## src/rtl/mem_arbiter_pkg.sv

```systemverilog
// Shared types and constants for the three-requester memory arbiter.
// Holds the FSM encoding, requester indices and bus widths.
package mem_arbiter_pkg;

    localparam int unsigned ADDR_W  = 12;
    localparam int unsigned DATA_W  = 16;
    localparam int unsigned NUM_REQ = 3;

    localparam logic [1:0] REQ_CPU = 2'd0;
    localparam logic [1:0] REQ_CNT = 2'd1;
    localparam logic [1:0] REQ_IO  = 2'd2;

    typedef enum logic [1:0] {
        StIdle     = 2'd0,
        StIssue    = 2'd1,
        StComplete = 2'd2
    } arb_state_e;

    // Requester index that follows idx, wrapping REQ_IO back to REQ_CPU.
    function automatic logic [1:0] next_idx(input logic [1:0] idx);
        return (idx == REQ_IO) ? REQ_CPU : idx + 2'd1;
    endfunction

endpackage

```

## src/rtl/mem_arb_pick.sv

```systemverilog
// Combinational winner selection: scans requesters starting at ptr_i and wrapping.
// A constant ptr_i of REQ_CPU degenerates to fixed priority 0 > 1 > 2.
module mem_arb_pick
    import mem_arbiter_pkg::*;
(
    input  logic [NUM_REQ-1:0] req_i,
    input  logic [1:0]         ptr_i,
    output logic [1:0]         winner_o,
    output logic               valid_o
);

    logic [1:0] first_idx;
    logic [1:0] second_idx;
    logic [1:0] third_idx;

    // Encoding 3 is not a requester; treat it as a search from requester 0.
    assign first_idx  = (ptr_i > REQ_IO) ? REQ_CPU : ptr_i;
    assign second_idx = next_idx(first_idx);
    assign third_idx  = next_idx(second_idx);

    always_comb begin
        valid_o  = |req_i;
        winner_o = first_idx;
        if (req_i[first_idx]) begin
            winner_o = first_idx;
        end else if (req_i[second_idx]) begin
            winner_o = second_idx;
        end else if (req_i[third_idx]) begin
            winner_o = third_idx;
        end
    end

endmodule

```

## src/rtl/mem_arbiter.sv

```systemverilog
// Three-requester single-port memory arbiter: IDLE -> ISSUE -> COMPLETE, one access per 3 cycles.
// Define MEM_ARB_RR_EN for round-robin arbitration; otherwise fixed priority 0 > 1 > 2.
module mem_arbiter
    import mem_arbiter_pkg::*;
(
    input  logic                 clk_i,
    input  logic                 rst_i,
    input  logic [NUM_REQ-1:0]   req_i,
    input  logic [ADDR_W-1:0]    addr0_i,
    input  logic [ADDR_W-1:0]    addr1_i,
    input  logic [ADDR_W-1:0]    addr2_i,
    input  logic [DATA_W-1:0]    wdata0_i,
    input  logic [DATA_W-1:0]    wdata1_i,
    input  logic [DATA_W-1:0]    wdata2_i,
    input  logic [NUM_REQ-1:0]   we_i,
    output logic [NUM_REQ-1:0]   ack_o,
    output logic [DATA_W-1:0]    rdata_o,
    output logic                 busy_o,
    output logic [ADDR_W-1:0]    mem_addr_o,
    output logic [DATA_W-1:0]    mem_wdata_o,
    output logic                 mem_wr_o,
    input  logic [DATA_W-1:0]    mem_rdata_i
);

    arb_state_e          state_q, state_d;
    logic [1:0]          win_q, win_d;
    logic [ADDR_W-1:0]   addr_q, addr_d;
    logic [DATA_W-1:0]   wdata_q, wdata_d;
    logic                we_q, we_d;
    logic [DATA_W-1:0]   rdata_q, rdata_d;

    logic [1:0]          pick_ptr;
    logic [1:0]          pick_winner;
    logic                pick_valid;

    mem_arb_pick u_pick (
        .req_i    (req_i),
        .ptr_i    (pick_ptr),
        .winner_o (pick_winner),
        .valid_o  (pick_valid)
    );

`ifdef MEM_ARB_RR_EN
    // ptr_q holds the index where the next search starts (one past the last winner).
    logic [1:0] ptr_q, ptr_d;

    always_comb begin
        ptr_d = ptr_q;
        if (state_q == StIdle && pick_valid) begin
            ptr_d = next_idx(pick_winner);
        end
    end

    always_ff @(posedge clk_i) begin
        if (rst_i) begin
            ptr_q <= REQ_CPU;
        end else begin
            ptr_q <= ptr_d;
        end
    end

    assign pick_ptr = ptr_q;
`else
    assign pick_ptr = REQ_CPU;
`endif

    always_comb begin
        state_d     = state_q;
        win_d       = win_q;
        addr_d      = addr_q;
        wdata_d     = wdata_q;
        we_d        = we_q;
        rdata_d     = rdata_q;
        ack_o       = '0;
        rdata_o     = rdata_q;
        mem_addr_o  = '0;
        mem_wdata_o = '0;
        mem_wr_o    = 1'b0;
        busy_o      = (state_q != StIdle);

        case (state_q)
            StIdle: begin
                if (pick_valid) begin
                    win_d   = pick_winner;
                    we_d    = we_i[pick_winner];
                    state_d = StIssue;
                    case (pick_winner)
                        REQ_CNT: begin
                            addr_d  = addr1_i;
                            wdata_d = wdata1_i;
                        end
                        REQ_IO: begin
                            addr_d  = addr2_i;
                            wdata_d = wdata2_i;
                        end
                        default: begin
                            addr_d  = addr0_i;
                            wdata_d = wdata0_i;
                        end
                    endcase
                end
            end
            StIssue: begin
                mem_addr_o  = addr_q;
                mem_wdata_o = wdata_q;
                mem_wr_o    = we_q;
                state_d     = StComplete;
            end
            StComplete: begin
                ack_o = 3'b001 << win_q;
                // Read data arrives this cycle; pass it through and keep it for later.
                if (!we_q) begin
                    rdata_o = mem_rdata_i;
                    rdata_d = mem_rdata_i;
                end
                state_d = StIdle;
            end
            default: begin
                state_d = StIdle;
            end
        endcase
    end

    always_ff @(posedge clk_i) begin
        if (rst_i) begin
            state_q <= StIdle;
            win_q   <= REQ_CPU;
            addr_q  <= '0;
            wdata_q <= '0;
            we_q    <= 1'b0;
            rdata_q <= '0;
        end else begin
            state_q <= state_d;
            win_q   <= win_d;
            addr_q  <= addr_d;
            wdata_q <= wdata_d;
            we_q    <= we_d;
            rdata_q <= rdata_d;
        end
    end

endmodule

```

## config.mk

```make
export PLATFORM = sky130hd
export DESIGN_NAME = mem_arbiter
export DESIGN_NICKNAME = d
export VERILOG_FILES = /design/src/rtl/mem_arbiter_pkg.sv /design/src/rtl/mem_arb_pick.sv /design/src/rtl/mem_arbiter.sv
export SDC_FILE = /design/constraint.sdc
export NUM_CORES = 1
export LEC_CHECK = 0
export ABC_AREA = 1
export BUFFER_PORTS_ARGS = -buffer_cell sky130_fd_sc_hd__buf_2
export CORE_MARGIN = 5
export CORE_UTILIZATION = 50
export CTS_BUF_LIST = sky130_fd_sc_hd__clkbuf_4
export DETAILED_ROUTE_END_ITERATION = 6
export PLACE_DENSITY = 0.94
export SYNTH_ARGS = -nofsm -noshare
export SYNTH_HDL_FRONTEND = slang
export SYNTH_SLANG_ARGS = --single-unit
```

## constraint.sdc

```tcl
create_clock -name clk_i -period 2.9 [get_ports clk_i]
set_input_delay 0.435 -clock clk_i [delete_from_list [all_inputs] [get_ports clk_i]]
set_output_delay 0.435 -clock clk_i [all_outputs]
set_load 0.02 [all_outputs]
```

==> flow_metrics.tcl, run 1 <==
set metrics [dict create \
    gp_congestion 0.8621 \
    rr_startpoint "state_q[1]" \
    peakVddDrop_uv 287.9 \
    min_from "wdata0_i[15]" \
    yosysUniqueCellTypes 19 \
    cts-buffers-inserted 5 \
    drcViolationCount 0 \
    fin_nets 752 \
    path_class "flop to output port" \
    nFillCells 520 \
    port_buffers 156 \
    firstDrtPassIters 5 \
    grt_max_degree 35 \
    worstSetupStartpointType "flop" \
    regArea_um2 980.9 \
    fp.dieH_um 86.51 \
    overflow 0 \
    setup-violations-final 0 \
    netlist_area_um2 2927 \
    status "complete, no violations" \
    core_area_um2 5608 \
    fin_tns_setup_ps 0 \
    timing.final.hold_violations 0 \
    crit_path_end_kind "output port" \
    n_antenna_cell 0 \
    grt_util_all_layers_pct 23.06 \
    final_area_um2 3712 \
    synthToLayoutAreaGrowth_pct 26.85 \
    synth_nets 615 \
    hold_class "input pin to flop" \
    post_dp_cell_area_um2 3649 \
    synth-seq-cells 49 \
    io_pins 157 \
    antenna_found_initial 0 \
    wl_per_cell_um 12.45 \
    clk_path_buf_depth 2 \
    routed-wl-met2_mm 4.341 \
    drtAntennaViolNets 0 \
    dieWidth_um 86.51 \
    cts_tree "yes" \
    synthCells 507 \
    cp_data_required_time_ps 2470 \
    wl_met1_mm 3.515 \
    hpwl_mm 6.663 \
    post_cts_buffers 0 \
    fp-row-count 27 \
    clock-skew-final_ps 3.794 \
    maxCapViolations 0 \
    slew_headroom_pct 35.57 \
    worstPathMaxFanout 32 \
    dr_wl_met3_um 909 \
    powerDensity_nw_per_um2 446.1 \
    yosysSeqAreaShare_pct 33.52 \
    clockRootBuffer "clkbuf_4" \
    critical_path.startpoint "state_q[1]" \
    layout_min_cycle_time_ps 2521 \
    power.leakage_nw 2.347 \
    clkTransAtPathRegs_ps 150 \
    rsz0062_at_grt "false" \
    fin_crit_sh_pct 86.92 \
    initial_utilization_pct 52.19 \
    synth_edf_count 0 \
    arrival_ps 2090 \
    vias_per_cell 4.881 \
    cts_resized 0 \
    via_count 3500 \
    numClockSinks 49 \
    synth-main-ff-cell "dfxtp_1" \
    tightest_slew_ps 965.4 \
    htree_levels 2 \
    grt_pass1_wl_mm 14.26 \
    synth.avg_cell_area_um2 5.772 \
    drive_gt1_share_pct 27.13 \
    multi_input_area_um2 1406 \
    clock_latency_ps 360 \
    final_max_slew_viol_count 0 \
    totalWireLength_mm 8.926 \
    synthArstFlopShare_pct 0 \
    drtIter0Drc 226 \
    synth-warning-count 0 \
    hold_buffers 0 \
    die_area_um2 7483 \
    top_layer "met4" \
    grt_pass1_vias 3316 \
    clock.fmax_mhz 396.7 \
]
[metal layers]
metal	vias to the layer above	global-route usage, %
li1	1779	-
met1	1528	28.55
met2	181	40.54
met3	12	4.278
met4	0	6.799
met5	-	0
[critical path, cell delays in order, from the launching register on]
cell     delay, ps
dfxtp_1        370
inv_1           50
nor2_1         110
nand2_1        490
o21ai_0        460
inv_1           70
buf_2          160
[final timing paths]
path | cells after the start | slack, ps | end
worst min-delay path | 3 | 300 | wdata_q[15]
worst max register to register | 6 | 1190 | wdata_q[14]
worst min register to register | 2 | 510 | win_q[1]
worst max-delay path | 6 | 380 | rdata_o[11]
[registers in the layout, indices dropped and copies added, names as in the netlist]
name	cells
wdata_q	16
win_q	2
addr_q	12
state_q	2
we_q	1
rdata_q	16
[cells by family after synthesis]
group,share of synthesized area (%)
and+or+nand+nor,39.38
buffers and inverters,18.51
AOI/OAI and AO/OA,8.594
DFF,33.52
[cell usage in the layout, fill, tap and decap left out]
| cell | n |
|---|---|
| inv_1 | 96 |
| a21oi_1 | 31 |
| nor2_1 | 107 |
| o21bai_1 | 1 |
| o21ai_2 | 1 |
| nor2_2 | 1 |
| nand2_1 | 111 |
| clkinvlp_4 | 2 |
| nand3_1 | 57 |
| nor3_1 | 2 |
| o21ai_0 | 16 |
| nor2_4 | 1 |
| clkbuf_4 | 5 |
| nand2_4 | 1 |
| inv_8 | 1 |
| buf_2 | 156 |
| dfxtp_1 | 49 |
| nand2_2 | 2 |
| inv_2 | 2 |
| buf_4 | 3 |
[per-stage QoR]
step	cells	setup WS, ps	total power (W)	utilization [%]	hold slack, ps
global placement	709	803.2	0.001311	65.06	469.4
detailed placement	709	676.6	0.001330	65.06	488.4
floorplan	507	1383	0.001153	-	452.2
CTS	717	329.1	0.001669	66.20	268.2
finish	717	379.3	0.001656	66.20	296.0
global route	717	114.9	0.001771	66.20	274.1
[layout make-up]
class                   instances  area share, %
clock buffers                   5          1.011
clock inverters                 3         0.7078
inverters                      98          9.909
multi-input cells             331          37.88
flip-flops and latches         49          26.42
well taps                      72          2.427
repair buffers                159          21.64
[power by group]
group | leakage, nW | switching, W | total, W | internal [W]
clock | 0.0293 | 0.000238 | 0.000338 | 0.000100
sequential | 0.404 | 0.0000188 | 0.000760 | 0.000741
combinational | 1.91 | 0.000358 | 0.000558 | 0.000200
total | 2.35 | 0.000614 | 0.00166 | 0.00104
[cell usage after synthesis, types with 2 or more instances]
library cell / n / area [um2]
nand2_1: 111 / 416.7
nor2_1: 108 / 405.4
inv_1: 96 / 360.4
nand3_1: 57 / 285.3
dfxtp_1: 49 / 980.9
a21oi_1: 31 / 155.2
o21ai_0: 16 / 80.08
clkbuf_1: 11 / 41.29
buf_2: 7 / 35.03
buf_4: 5 / 37.54
buf_6: 5 / 56.30
inv_2: 2 / 7.510
nand2_2: 2 / 12.51
nor3_1: 2 / 10.01
Power figures use the tool's default switching activity.
==> run 2: changes to the inputs <==
--- a/config.mk
+++ b/config.mk
@@ -6,11 +6,12 @@
 export NUM_CORES = 1
 export LEC_CHECK = 0
 export ABC_AREA = 1
-export BUFFER_PORTS_ARGS = -buffer_cell sky130_fd_sc_hd__buf_2
+export BUFFER_PORTS_ARGS = -buffer_cell sky130_fd_sc_hd__buf_4
 export CORE_MARGIN = 5
 export CORE_UTILIZATION = 50
 export CTS_BUF_LIST = sky130_fd_sc_hd__clkbuf_4
 export DETAILED_ROUTE_END_ITERATION = 6
+export MAX_ROUTING_LAYER = met4
 export PLACE_DENSITY = 0.94
 export SYNTH_ARGS = -nofsm -noshare
 export SYNTH_HDL_FRONTEND = slang
==> run 2 against run 1 <==
Critical path type unchanged. Clock power shrank 3%. Cell count is the same. Count of clock-buffer cells in the layout is the same. Worst hold slack gained 17 ps.
==> flow_metrics.tcl, run 2 (synthesis gave the netlist of run 1 again) <==
set metrics [dict create \
    grt_max_degree 35 \
    power.leakage_nw 2.444 \
    overflow 0 \
    core_area_um2 5608 \
    gp_congestion 0.8573 \
    timing.final.hold_violations 0 \
    tightest_slew_ps 894.2 \
    fin_tns_setup_ps 0 \
    fin_hold_ws_ps 312.9 \
    fin_nets 752 \
    n_antenna_cell 0 \
    arrival_ps 1850 \
    clock_latency_ps 360 \
    cp_data_required_time_ps 2470 \
    clockRootBuffer "clkbuf_4" \
    numClockSinks 49 \
    status "complete, no violations" \
    drtIter0Drc 200 \
    die_area_um2 7483 \
    setup-violations-final 0 \
    via_count 3539 \
    slew_headroom_pct 40.32 \
    reg_top3 "rdata_q (16), wdata_q (16), addr_q (12)" \
    io_pins 157 \
    vias_per_cell 4.936 \
    firstDrtPassIters 5 \
    powerDensity_nw_per_um2 418.5 \
    fin_crit_sh_pct 78.64 \
    hpwl_mm 6.930 \
    totalWireLength_mm 9.315 \
    dieWidth_um 86.51 \
    htree_levels 2 \
    mostFrequentLayoutCell "buf_4" \
    fp-row-count 27 \
    antenna_found_initial 0 \
    grt_pass1_wl_mm 14.78 \
    clock.fmax_mhz 438.5 \
    hold_buffers 0 \
    grt_util_all_layers_pct 25.09 \
    initial_utilization_pct 52.19 \
    cts_tree "yes" \
    grt_pass1_vias 3357 \
    fp.dieH_um 86.51 \
    worstSetupStartpointType "flop" \
    maxCapViolations 0 \
    wl_per_cell_um 12.99 \
    drcViolationCount 0 \
    cts-buffers-inserted 5 \
    drtAntennaViolNets 0 \
    clk_path_buf_depth 2 \
    final_cell_mix "buf_4 (159), nand2_1 (110), nor2_1 (107), inv_1 (96), nand3_1 (57)" \
    synthToLayoutAreaGrowth_pct 40.23 \
    clock-skew-final_ps 7.751 \
    path_class "flop to output port" \
    rsz0062_at_grt "false" \
    hold_class "input pin to flop" \
    clkTransAtPathRegs_ps 150 \
    peakVddDrop_uv 312.8 \
    worstPathMaxFanout 32 \
    port_buffers 156 \
    final_max_slew_viol_count 0 \
    layout_min_cycle_time_ps 2281 \
    crit_path_end_kind "output port" \
    drive_gt1_share_pct 27.29 \
]
run 2: layer usage:
| metal | global-route usage (%) | routed length (um) |
|---|---|---|
| met1 | 29.09 | 3688 |
| met2 | 43.39 | 4642 |
| met3 | 5.323 | 820 |
| met4 | 7.507 | 163 |
| met5 | - | 0 |
run 2: report_power, final:
| part | internal [W] | leakage (nW) | total (W) | switching (W) |
|---|---|---|---|---|
| clock network | 0.0000994 | 0.0318 | 0.000328 | 0.000229 |
| registers | 0.000741 | 0.404 | 0.000760 | 0.0000194 |
| logic | 0.000266 | 2.01 | 0.000629 | 0.000363 |
| total | 0.00111 | 2.44 | 0.00172 | 0.000611 |
run 2: layout make-up:
| cell class | count | area [um2] |
|---|---|---|
| fill | 475 | 1504 |
| tap | 72 | 90.09 |
| timing repair buffer | 159 | 1194 |
| clock inverter | 3 | 25.02 |
| clock buffer | 5 | 37.54 |
| inverter | 98 | 367.9 |
| multi-input combinational | 331 | 1409 |
| sequential | 49 | 980.9 |
run 2: what timing repair did:
action	4_1_cts	5_1_grt
setup endpoints to repair	0	1
gates resized for setup	0	1
setup buffers	0	0
endpoints found under the hold margin	0	0
run 2: final timing paths:
| path | end | cells after the start | from | slack [ps] |
|---|---|---|---|---|
| worst max register to register | rdata_q[2] | 5 | state_q[1] | 1480 |
| worst min-delay path | wdata_q[2] | 3 | wdata0_i[2] | 310 |
| worst min register to register | win_q[1] | 2 | win_q[1] | 500 |
| worst max-delay path | rdata_o[15] | 6 | state_q[1] | 620 |
run 2: through the flow:
stage	instances	utilization (%)	area (um2)	total power, W	setup slack (ps)
finish	717	73.18	4104	0.001717	619.4
floorplan	507	-	2927	0.001153	1383
CTS	717	73.14	4101	0.001729	295.3
global placement	709	72.02	4039	0.001380	874.6
global route	717	73.18	4104	0.001837	325.5
detailed placement	709	72.02	4039	0.001402	739.9
run 2: worst max-delay path, stage by stage (launching register included):
cell and delay, ps:
dfxtp_1 370, inv_1 60, nor2_1 140, nand2_2 300, o21ai_0 360, inv_1 90, buf_4 160
